[config.mk]
export PLATFORM = sky130hd
export DESIGN_NAME = gtrg_readout_seq
export DESIGN_NICKNAME = d
export VERILOG_FILES = /design/src/rtl/gtrg_readout_seq_pkg.sv /design/src/rtl/gtrg_readout_seq_grant_timer.sv /design/src/rtl/gtrg_readout_seq.sv
export SDC_FILE = /design/constraint.sdc
export NUM_CORES = 1
export LEC_CHECK = 0
export CELL_PAD_IN_SITES_DETAIL_PLACEMENT = 1
export CELL_PAD_IN_SITES_GLOBAL_PLACEMENT = 1
export CORE_UTILIZATION = 44
export CTS_BUF_LIST = sky130_fd_sc_hd__clkbuf_8
export DETAILED_ROUTE_END_ITERATION = 8
export PLACE_DENSITY = 0.91
export RECOVER_POWER = 25
export SLEW_MARGIN = 20
export SYNTH_ARGS = -nofsm -noshare
export SYNTH_HDL_FRONTEND = slang
export SYNTH_SLANG_ARGS = --single-unit
[constraint.sdc]
create_clock -name CLK -period 4 [get_ports CLK]
set_input_delay 0.8 -clock CLK [delete_from_list [all_inputs] [get_ports CLK]]
set_output_delay 0.8 -clock CLK [all_outputs]
set_load 0.1 [all_outputs]
[src/rtl/gtrg_readout_seq_pkg.sv]
// gtrg_readout_seq_pkg: states, word tags, grant indices and the majority vote shared by the readout sequencer
package gtrg_readout_seq_pkg;
  typedef enum logic [2:0] {
    S_IDLE, S_WAIT_RD, S_LATCH, S_HDR, S_SCAN, S_WAIT_DN, S_TRL
  } state_t;
  localparam logic [3:0] TAG_L1A = 4'h9;
  localparam logic [3:0] TAG_BX = 4'hA;
  localparam logic [3:0] TAG_TRL = 4'hF;
  localparam logic [3:0] TAG_FLG = 4'hE;
  localparam int GNT_TMB = 0;
  localparam int GNT_ALCT = 1;
  localparam int GNT_CFEB = 2;
  function automatic logic [2:0] vote3(input logic [2:0] a, input logic [2:0] b, input logic [2:0] c);
    return (a & b) | (a & c) | (b & c);
  endfunction
endpackage

[src/rtl/gtrg_readout_seq_grant_timer.sv]
// gtrg_readout_seq_grant_timer: loadable grant timeout down-counter; a zero load value never expires
module gtrg_readout_seq_grant_timer #(
  parameter int W = 10
) (
  input  logic         CLK,
  input  logic         RST_B,
  input  logic         LOAD,
  input  logic         EN,
  input  logic         CLR,
  input  logic [W-1:0] VAL,
  output logic         EXPIRED
);
  logic [W-1:0] cnt;
  logic         armed;
  always_ff @(posedge CLK or negedge RST_B) begin
    if (!RST_B) begin
      cnt <= '0;
      armed <= 1'b0;
    end else if (CLR) begin
      cnt <= '0;
      armed <= 1'b0;
    end else if (LOAD) begin
      cnt <= VAL;
      armed <= |VAL;
    end else if (EN && cnt != '0) begin
      cnt <= cnt - 1'b1;
    end
  end
  // Fires in the cycle whose edge takes the count to zero, so a load of N grants exactly N clocks
  assign EXPIRED = EN && armed && cnt == W'(1);
endmodule

[src/rtl/gtrg_readout_seq.sv]
// gtrg_readout_seq: pops one GTRG FIFO entry per event, emits header, grants each flagged source, emits trailer
module gtrg_readout_seq
  import gtrg_readout_seq_pkg::*;
#(
  parameter bit TMR = 1'b0,
  parameter int TMOUT_W = 10
) (
  input  logic               CLK,
  input  logic               RST_B,
  input  logic               EMPTY_B,
  input  logic [16:0]        DAVSOUT,
  input  logic [11:0]        BXCOUNTOUT,
  input  logic [3:0]         CFEBBX,
  output logic               POP,
  input  logic               L1ARST,
  input  logic [TMOUT_W-1:0] TMOUT,
  output logic [6:0]         RDGNT,
  input  logic [6:0]         RDDONE,
  output logic [15:0]        DOUT,
  output logic               DOUT_VLD,
  input  logic               DOUT_RDY,
  output logic               BUSY,
  output logic               TMOERR,
  output logic [23:0]        L1ACNT
);
  state_t      state, nxt;
  logic [16:0] davs;
  logic [11:0] bx;
  logic [3:0]  cbx;
  logic [6:0]  pend, flags, pick, dav_map;
  logic [1:0]  widx;
  logic [15:0] hdr_word, trl_word;
  logic        xfer, done, expired, fin;
  assign xfer = DOUT_VLD & DOUT_RDY;
  assign pick = pend & (~pend + 7'd1);
  assign done = (state == S_WAIT_DN) && |(RDDONE & RDGNT);
  assign fin = (state == S_WAIT_DN) && (done || expired);
  assign POP = state == S_LATCH;
  assign BUSY = state != S_IDLE;
  assign hdr_word = widx == 2'd0 ? {TAG_L1A, L1ACNT[11:0]} :
                    widx == 2'd1 ? {TAG_L1A, L1ACNT[23:12]} :
                    widx == 2'd2 ? {TAG_BX, bx} :
                    {TAG_BX, 1'b0, davs[16], davs[0], davs[5:1], cbx};
  assign trl_word = widx[0] ? {TAG_FLG, flags, 5'b0} : {TAG_TRL, davs[15:11], davs[10:6], 2'b00};
  always_comb begin
    dav_map = '0;
    dav_map[GNT_TMB] = DAVSOUT[0];
    dav_map[GNT_ALCT] = DAVSOUT[16];
    dav_map[GNT_CFEB +: 5] = DAVSOUT[5:1];
  end
  gtrg_readout_seq_grant_timer #(.W(TMOUT_W)) u_tmr (
    .CLK     (CLK),
    .RST_B   (RST_B),
    .LOAD    (state == S_SCAN),
    .EN      (state == S_WAIT_DN),
    .CLR     (state == S_IDLE),
    .VAL     (TMOUT),
    .EXPIRED (expired)
  );
  always_comb begin
    nxt = state;
    case (state)
      S_IDLE:    nxt = EMPTY_B ? S_WAIT_RD : S_IDLE;
      S_WAIT_RD: nxt = S_LATCH;
      S_LATCH:   nxt = S_HDR;
      S_HDR:     nxt = xfer && widx == 2'd3 ? S_SCAN : S_HDR;
      S_SCAN:    nxt = pend == '0 ? S_TRL : S_WAIT_DN;
      S_WAIT_DN: nxt = fin ? S_SCAN : S_WAIT_DN;
      S_TRL:     nxt = xfer && widx == 2'd1 ? S_IDLE : S_TRL;
      default:   nxt = S_IDLE;
    endcase
  end
  generate
    if (TMR) begin : g_tmr
      logic [2:0] st0, st1, st2;
      always_ff @(posedge CLK or negedge RST_B) begin
        if (!RST_B) begin
          st0 <= S_IDLE;
          st1 <= S_IDLE;
          st2 <= S_IDLE;
        end else begin
          st0 <= nxt;
          st1 <= nxt;
          st2 <= nxt;
        end
      end
      assign state = state_t'(vote3(st0, st1, st2));
    end else begin : g_one
      state_t st;
      always_ff @(posedge CLK or negedge RST_B) begin
        if (!RST_B) st <= S_IDLE;
        else st <= nxt;
      end
      assign state = st;
    end
  endgenerate
  always_ff @(posedge CLK or negedge RST_B) begin
    if (!RST_B) begin
      davs <= '0;
      bx <= '0;
      cbx <= '0;
      pend <= '0;
      flags <= '0;
      widx <= '0;
      RDGNT <= '0;
      TMOERR <= 1'b0;
      DOUT <= '0;
      DOUT_VLD <= 1'b0;
      L1ACNT <= '0;
    end else begin
      L1ACNT <= state == S_LATCH ? (L1ARST ? 24'd1 : L1ACNT + 24'd1) : L1ARST ? 24'd0 : L1ACNT;
      TMOERR <= fin && !done;
      if (state == S_LATCH) begin
        davs <= DAVSOUT;
        bx <= BXCOUNTOUT;
        cbx <= CFEBBX;
        pend <= dav_map;
        flags <= '0;
        widx <= '0;
      end
      if (state == S_SCAN) RDGNT <= pick;
      if (fin) begin
        RDGNT <= '0;
        pend <= pend & ~RDGNT;
        flags <= done ? flags : flags | RDGNT;
      end
      // One idle cycle after every transfer before the next word is presented
      if (xfer) begin
        DOUT_VLD <= 1'b0;
        widx <= widx + 2'd1;
      end else if (!DOUT_VLD && (state == S_HDR || state == S_TRL)) begin
        DOUT_VLD <= 1'b1;
        DOUT <= state == S_HDR ? hdr_word : trl_word;
      end
    end
  end
endmodule
==> impl_metrics.toml, run 1 <==
[run_status]
status = "complete, but fails checks"
violations = "capacitance limit, slew limit"

[routing]
dr.pass1.iters = 5
wirelength_mm = 17.39
drt_iter0_drc = 341
vias_per_cell = 5.893
drcViolationCount = 0
num_vias = 5168
wl_per_cell_um = 19.83
detail-route-antenna-nets = 0

[setup_path]
r2r_cells = 6
reg2reg_from = "widx[0]$_DFFE_PN0P_"
critPathKind = "flip-flop to output port"
cp_data_arrival_time_ps = 2150
critPathLaunch = "DOUT_VLD$_DFFE_PN0P_"
worst_ep_required_time_ps = 3200
end_kind = "output port"
cp_num_buf_inv = 1
cpPeakStageDelay_ps = 1220
crit_chain = "clkdlybuf4s50_1"
critical_path.top_delay_family = "buffers and inverters"
critPathSlowestCell = "clkdlybuf4s50_1"
worst-path-stages = 1
crit_path_max_fanout = 10
startpoint_type = "flip-flop"

[timing]
period_minus_slack_ps = 2951
fin_skew_ps = 13.31
rsz0062_at_grt = "false"
tns_ps = 0
holdWs_ps = 454.1
max_freq_mhz = 338.9
slew_viol_final = 27
worst-slew-pin-transition_ps = 1501
setup_viol = 0
fin_crit_sh_pct = 73.77
hold_viol_final = 0
setup_ws_ps = 1049
slew_headroom_pct = -0.07099

[cts]
ctsLongestPathBuffers = 2
post_cts_resized = 0
numCtsBuffers = 9
htreeDepth = 3
postCtsHoldBufs = 0
numClockSinks = 112
post-cts-setup-buffers = 0
root_buffer = "clkbuf_8"
clock_latency_ps = 400
cts.clk_slew.worst_paths_ps = 110
cts_tree = "built"

[floorplan]
core_um2 = 12570
io_pins = 106
rows = 41
die_x_um = 115.3
initial_core_util_pct = 44.97
die_h_um = 115.3
dieArea_um2 = 13300

[hold_path]
hp-class = "primary input to asynchronous set/reset pin"

[global_route]
grt_pass1_vias = 5262
grt_max_degree = 57
antenna_found_initial = 0
use_met1_pct = 36.00
use_met3_pct = 4.059
top_usage_layer = "met2"
overflow = 0
globalRouteMet2Util_pct = 46.15
grt_usage_pct = 27.62
grt_pass1_wl_mm = 27.69

[power]
ir_drop_v = 0.0002356
leakagePower_nw = 3.023
p_per_area_nw_per_um2 = 642.8

[yosys]
synth_async_sr_flop_share_pct = 100.0
synth_area_leaders = "dfrtp_1, nand2_1, mux2i_1"
yosysTopAreaCellShare_pct = 49.59
syn_nets = 676
yosysTopAreaCell = "dfrtp_1"
syn-instance-count = 614
ys_warn_count = 0
synth_flop_cell = "dfrtp_1"
synthDistinctLibCells = 53
seq_area_frac_synth_pct = 49.59
synth_seq_cells = 112
syn-cell-area_um2 = 5652
synth_edf_count = 0
avgSynthCellArea_um2 = 9.205

[finish]
fin_area_um2 = 7059
instances_no_fill = 877
syn2layout_area_growth_pct = 24.91
diodes = 0
multi_input_area_um2 = 2665
regArea_um2 = 2803
num-fill-cells = 1444
final_nets = 762
drive_above_1_share_pct = 5.957

[placement]
place_ws_ps = 1162
hpwlAfterDp_mm = 12.40
port_buffers = 105
dp.cells = 861
place_area_um2 = 6808
gp_congestion = 0.8666

[flow_run]
maxCapViolCount = 1
-- cell usage in the layout (no fill, tap or decap), types with 2 or more instances in the layout --
master,count
nand2b_1,6
a22oi_1,13
or4_1,10
nor3_1,3
a22o_1,2
a311oi_1,2
ha_1,7
or3b_2,2
nand4_1,11
a21o_1,2
xor2_1,7
nor2_1,22
nand4b_1,2
clkbuf_8,10
mux2_2,7
mux2i_1,25
and3_1,3
a221o_1,3
xnor2_1,6
a211o_1,2
or3_1,6
a21oi_1,31
and4_1,5
inv_1,14
dfrtp_1,112
o221ai_1,6
nor4_1,8
a31o_2,4
o31ai_1,11
clkdlybuf4s50_1,102
nor2b_1,3
nand3b_1,4
nand3_1,12
o21ai_0,39
buf_4,5
nand2_1,173
bufinv_16,3
-- Yosys cell counts (2+ instances only) --
| master | number |
|---|---|
| nor2b_1 | 3 |
| nand3_1 | 12 |
| o221ai_1 | 6 |
| a31o_2 | 4 |
| o31ai_1 | 11 |
| o21ai_0 | 39 |
| mux2i_1 | 25 |
| and4_1 | 5 |
| a211o_1 | 2 |
| buf_2 | 4 |
| nand2_1 | 173 |
| nand4b_1 | 2 |
| clkbuf_1 | 25 |
| buf_1 | 3 |
| xnor2_1 | 6 |
| a311oi_1 | 2 |
| mux2_2 | 7 |
| nor2_1 | 22 |
| a221o_1 | 3 |
| a22o_1 | 2 |
| nand2b_1 | 7 |
| ha_1 | 7 |
| dfrtp_1 | 112 |
| nand3b_1 | 4 |
| a22oi_1 | 13 |
| and3_1 | 3 |
| a21oi_1 | 32 |
| buf_6 | 2 |
| nand4_1 | 11 |
| nor3_1 | 3 |
| or4_1 | 10 |
| xor2_1 | 7 |
| nor4_1 | 8 |
| or3_1 | 6 |
| inv_1 | 13 |
| a21o_1 | 2 |
| or3b_2 | 2 |
-- worst paths after layout --
check | endpoint | slack [ps]
min in group CLK | DOUT[15]$_DFFE_PN0P_ | 480
min | DOUT[2]$_DFFE_PN0P_ | 450
max | DOUT_VLD | 1050
max reg2reg | DOUT[10]$_DFFE_PN0P_ | 1410
max in group asynchronous | davs[12]$_DFFE_PN0P_ | 1690
min reg2reg | DOUT[15]$_DFFE_PN0P_ | 480
-- routing by layer --
layer	up-vias	part of all wire, %
li1	2334	-
met1	2607	43
met2	192	49
met3	35	5.3
met4	0	2.9
met5	-	0
-- metrics by stage --
stage	util [%]	power (mW)
after global placement	54.17	3.569
after CTS	56.12	4.534
after floorplan	-	3.088
after global routing	56.17	4.790
final	56.17	4.538
after detailed placement	54.17	3.689
-- flip-flops by register name (all words and copies together), names as in the netlist --
signal	count
u_tmr.cnt	10
widx	2
cbx	4
davs	17
L1ACNT	24
TMOERR	1
pend	7
u_tmr.armed	1
g_one.st	3
bx	12
DOUT_VLD	1
flags	7
RDGNT	7
DOUT	16
-- cell families after synthesis --
group / synth area share [%]
adders and majority gates: 1.550
xor gates and xnor gates: 2.015
buffers and inverters: 3.476
DFF: 49.59
and+or+nand+nor: 23.60
AOI/OAI and AO/OA: 13.95
muxes: 5.823
-- final cells by class --
class                   count  share of cell area, %
clock buffers              10                  1.950
well taps                 172                  3.049
clock inverters             6                  1.524
multi-input cells         455                  37.75
repair buffers            109                  15.33
inverters                  13                 0.6912
flip-flops and latches    112                  39.70
-- where the power goes --
group	total (mW)	internal, mW	switching (mW)
Sequential	1.77	1.45	0.319
Combinational	1.94	0.630	1.31
Clock	0.835	0.431	0.404
Total	4.54	2.51	2.03
No activity file was read; power rests on OpenSTA's default activity.
==> run 2: changes to the inputs <==
- CORE_UTILIZATION: 44 -> 41
- PLACE_DENSITY: 0.91 -> 0.85
- clock period: 4 -> 3.02 ns (I/O delays scaled with it)
==> impl_metrics.toml, run 2 (same netlist as run 1, synthesis figures left out) <==
[timing]
rsz0062_at_grt = "false"
holdWs_ps = 468.2
max_freq_mhz = 409.5
fin_skew_ps = 9.151
fin_crit_sh_pct = 80.86
period_minus_slack_ps = 2442
slew_viol_final = 0
setup_viol = 0
worst-slew-pin-transition_ps = 1256
slew_headroom_pct = 16.24
hold_viol_final = 0
tns_ps = 0

[global_route]
grt_usage_pct = 25.15
antenna_found_initial = 0
grt_max_degree = 57
overflow = 0
grt_pass1_wl_mm = 27.77
grt_pass1_vias = 5174

[finish]
final_cell_mix = "nand2_1, dfrtp_1, buf_4"
syn2layout_area_growth_pct = 22.80
final_nets = 767
num-fill-cells = 1576
diodes = 0
largest_reg_flops = 24
fin_util_pct = 52.00
layout_commonest_cell = "nand2_1"
drive_above_1_share_pct = 13.80
top_regs = "L1ACNT x24, davs x17, DOUT x16"
top_register = "L1ACNT"

[setup_path]
reg2reg_setup_slack_ps = 580
end_kind = "flip-flop"
crit_path_max_fanout = 6
cp_data_arrival_time_ps = 2760
critPathKind = "flip-flop to flip-flop"
startpoint_type = "flip-flop"
worst_ep_required_time_ps = 3340

[cts]
htreeDepth = 3
clock_latency_ps = 390
post-cts-setup-buffers = 0
root_buffer = "clkbuf_8"
postCtsHoldBufs = 0
numClockSinks = 112
cts.clk_slew.worst_paths_ps = 100
ctsLongestPathBuffers = 2
numCtsBuffers = 9
post_cts_resized = 0
cts_tree = "built"

[routing]
drt_iter0_drc = 318
wirelength_mm = 16.91
drcViolationCount = 0
dr.pass1.iters = 4
detail-route-antenna-nets = 0
num_vias = 5016
wl_per_cell_um = 19.08
vias_per_cell = 5.661

[floorplan]
die_x_um = 119.4
dieArea_um2 = 14260
core_um2 = 13350
die_h_um = 119.4
io_pins = 106
rows = 42
initial_core_util_pct = 42.34

[power]
ir_drop_v = 0.0003680
combPwrFrac_pct = 42.7
p_seq_share_pct = 40.7
swShare_pct = 45.27
p_per_area_nw_per_um2 = 835.2
power.internal_mw = 3.172
leakagePower_nw = 3.098
p_clk_share_pct = 16.6
switching_power_mw = 2.624

[run_status]
status = "finished clean"

[placement]
port_buffers = 105
gp_congestion = 0.8422
hpwlAfterDp_mm = 12.42

[flow_run]
maxCapViolCount = 0

[hold_path]
hp-class = "primary input to asynchronous set/reset pin"
run 2: changes by cell type in the layout (fill, tap and decap cells not counted), sizes merged:
| cell | before | now |
|---|---|---|
| clkinv | 2 | 0 |
| inv | 14 | 15 |
| clkdlybuf4s50 | 102 | 53 |
| clkbuf | 11 | 13 |
| bufinv | 3 | 1 |
| clkinvlp | 0 | 2 |
| buf | 6 | 59 |
run 2: power groups by stage:
stage                     combinational [mW]  clock [mW]  sequential (mW)
after floorplan                         1.34           0             2.75
after global placement                  2.38           0             2.36
after detailed placement                2.48           0             2.38
after CTS                               2.50       0.983             2.35
after global routing                    2.73        1.03             2.41
final                                   2.48       0.959             2.36
run 2: final timing paths:
path                       cells after the start                     start                  endpoint
max                                            6  u_tmr.cnt[0]$_DFFE_PN0P_  u_tmr.cnt[1]$_DFFE_PN0P_
min                                            1                     RST_B      davs[11]$_DFFE_PN0P_
max reg2reg                                    6  u_tmr.cnt[0]$_DFFE_PN0P_  u_tmr.cnt[1]$_DFFE_PN0P_
min reg2reg                                    1      DOUT[15]$_DFFE_PN0P_      DOUT[15]$_DFFE_PN0P_
max in group asynchronous                      2                     RST_B    L1ACNT[11]$_DFFE_PN0P_
min in group CLK                               1      DOUT[15]$_DFFE_PN0P_      DOUT[15]$_DFFE_PN0P_
run 2: stage by stage:
step	total power [mW]	instances	instance area [um^2]	setup slack, ps
2_1_floorplan	4.090	614	5652	264.3
3_3_place_gp	4.738	870	6740	475.3
3_5_place_dp	4.856	870	6740	381.2
4_1_cts	5.830	886	6954	592.8
5_1_grt	6.164	886	6940	405.0
6_report	5.796	886	6940	578.0
run 2: worst max-delay path: stages, from the launching register on:
cell,delay [ps]
dfrtp_1,420
inv_1,120
ha_1,220
nor3b_1,660
a31oi_1,250
nor2_1,450
mux2i_1,240
run 2: layer usage:
metal	share of wire (%)	routed length, um	vias up	GRT usage [%]
met1	45	7595	2521	34.44
met3	5.0	839	17	4.646
met5	0	0	-	0
met4	1.6	275	0	6.719
li1	-	-	2336	-
met2	48	8196	142	40.95
run 2: area by class of cell:
cell class	instances	area, um^2	area share [%]
inverter	13	48.80	0.7031
clock buffer	11	151.4	2.181
multi-input combinational	455	2659	38.31
timing repair buffer	114	996.0	14.35
tap	176	220.2	3.173
clock inverter	5	62.56	0.9014
sequential	112	2803	40.38
==> run 3: changes to the inputs <==
- CORE_UTILIZATION: 41 -> 37
- PLACE_DENSITY: 0.85 -> 0.81
- clock period: 3.02 -> 2.2 ns (I/O delays scaled with it)
==> impl_metrics.toml, run 3 (same netlist as run 1, synthesis figures left out) <==
[run_status]
violations = "DRC"
status = "complete, but fails checks"

[cts]
numClockSinks = 112
cts.clk_slew.worst_paths_ps = 100
root_buffer = "clkbuf_8"
htreeDepth = 3
numCtsBuffers = 9
clock_latency_ps = 390
post-cts-setup-buffers = 0
ctsLongestPathBuffers = 2
cts_tree = "built"

[setup_path]
reg2reg_setup_slack_ps = 160
end_kind = "output port"
r2r_end = "u_tmr.cnt[1]$_DFFE_PN0P_"
crit_path_max_fanout = 16
cp_data_arrival_time_ps = 1610
reg2reg_from = "u_tmr.cnt[0]$_DFFE_PN0P_"
cpPeakStageDelay_ps = 420
r2r_cells = 6
critPathKind = "flip-flop to output port"
startpoint_type = "flip-flop"
worst_ep_required_time_ps = 1760
critPathSlowestCell = "dfrtp_1"
crit_chain = "buf_6 > nand2b_1 > nand2b_2 > inv_2 > buf_12"

[floorplan]
io_pins = 106
core_um2 = 14700
die_x_um = 125.6
initial_core_util_pct = 38.45
rows = 44
dieArea_um2 = 15770
die_h_um = 125.6

[placement]
port_buffers = 105
hpwlAfterDp_mm = 12.97
dp.cells = 898
gp_congestion = 0.8520
place_area_um2 = 6957

[timing]
fin_skew_ps = 9.739
slew_headroom_pct = 36.41
setup_viol = 0
period_minus_slack_ps = 2047
worst-slew-pin-transition_ps = 953.9
max_freq_mhz = 488.4
fin_crit_sh_pct = 93.06
hold_viol_final = 0
slew_viol_final = 0
rsz0062_at_grt = "false"

[routing]
detail-route-antenna-nets = 0
drt_iter0_drc = 366
wl_per_cell_um = 18.79
dr.pass1.iters = 9
wirelength_mm = 17.20
drcViolationCount = 9
num_vias = 5046
vias_per_cell = 5.515

[finish]
syn2layout_area_growth_pct = 26.26
num-fill-cells = 1686
top_register = "L1ACNT"
top_regs = "L1ACNT x24, davs x17, DOUT x16"
diodes = 0
final_nets = 788
fin_util_pct = 48.54
layout_commonest_cell = "nand2_1"
instances_no_fill = 915
fin_area_um2 = 7136
final_cell_mix = "nand2_1, dfrtp_1, buf_4"
drive_above_1_share_pct = 17.78
largest_reg_flops = 24

[global_route]
grt_max_degree = 57
overflow = 0
grt_usage_pct = 22.81
grt_pass1_vias = 5420
grt_pass1_wl_mm = 28.11
antenna_found_initial = 0

[power]
ir_drop_v = 0.0005166
leakagePower_nw = 3.176
p_per_area_nw_per_um2 = 1117

[hold_path]
min_to = "u_tmr.armed$_DFFE_PN0P_"
min_from = "u_tmr.armed$_DFFE_PN0P_"
worstHoldPathCells = 1
hp-class = "flip-flop to flip-flop"

[flow_run]
maxCapViolCount = 0
[run 3: cell count changes in the layout (fill, tap and decap cells not counted), moves of 2 or more]
cell / before / now
inv_6: 2 / 0
buf_4: 58 / 72
buf_12: 1 / 5
clkbuf_1: 0 / 2
dfrtp_1: 112 / 97
dfrtp_2: 0 / 15
clkinv_2: 0 / 2
[run 3: through the flow]
step           TNS [ps]  total power, mW  hold WS [ps]  setup slack [ps]
2_1_floorplan    -14.86            5.621         144.4            -14.86
3_3_place_gp          0            6.691         426.5             38.53
3_5_place_dp     -87.09            6.861         430.9            -37.73
4_1_cts               0            8.030         484.6             35.09
5_1_grt               0            8.437         506.1             26.78
6_report              0            7.969         482.0             152.6
[run 3: power by group]
part | internal (mW) | switching, mW
Combinational | 1.27 | 2.42
Clock | 0.437 | 0.709
Sequential | 2.64 | 0.492
[run 3: area by class of cell]
class / count / area, um^2 / share of cell area, %
clock inverters: 6 / 37.54 / 0.5260
well taps: 184 / 230.2 / 3.226
inverters: 13 / 48.80 / 0.6839
repair buffers: 135 / 1205 / 16.89
flip-flops and latches: 112 / 2821 / 39.54
clock buffers: 10 / 137.6 / 1.929
multi-input cells: 455 / 2655 / 37.21
[run 3: critical path, delay by kind of cell (launching register included)]
family | cells | cell delay, ps
DFF | 1 | 420
and+or+nand+nor | 2 | 350
buffers and inverters | 3 | 440
[run 3: worst max path at each step]
| stage | from | cells after the start | slack (ps) | to |
|---|---|---|---|---|
| floorplan | g_one.st[0]$_DFF_PN0_ | 6 | -10 | POP |
| global placement | RDDONE[0] | 5 | 40 | flags[1]$_DFFE_PN0P_ |
| detailed placement | RDDONE[0] | 5 | -40 | flags[1]$_DFFE_PN0P_ |
| CTS | g_one.st[0]$_DFF_PN0_ | 5 | 40 | POP |
| global route | g_one.st[0]$_DFF_PN0_ | 5 | 30 | POP |
| finish | g_one.st[0]$_DFF_PN0_ | 5 | 150 | POP |
[run 3: metal layers]
layer	up-vias	share of wire, %	GRT usage [%]
li1	2381	-	-
met1	2526	45	29.48
met2	116	49	37.91
met3	23	4.6	5.092
met4	0	1.7	7.317
met5	-	0	0
[run 3: what timing repair did]
action,CTS,global route
hold buffers,1,0
hold endpoints to repair,5,0
gates resized for setup,0,2
setup endpoints to repair,0,1
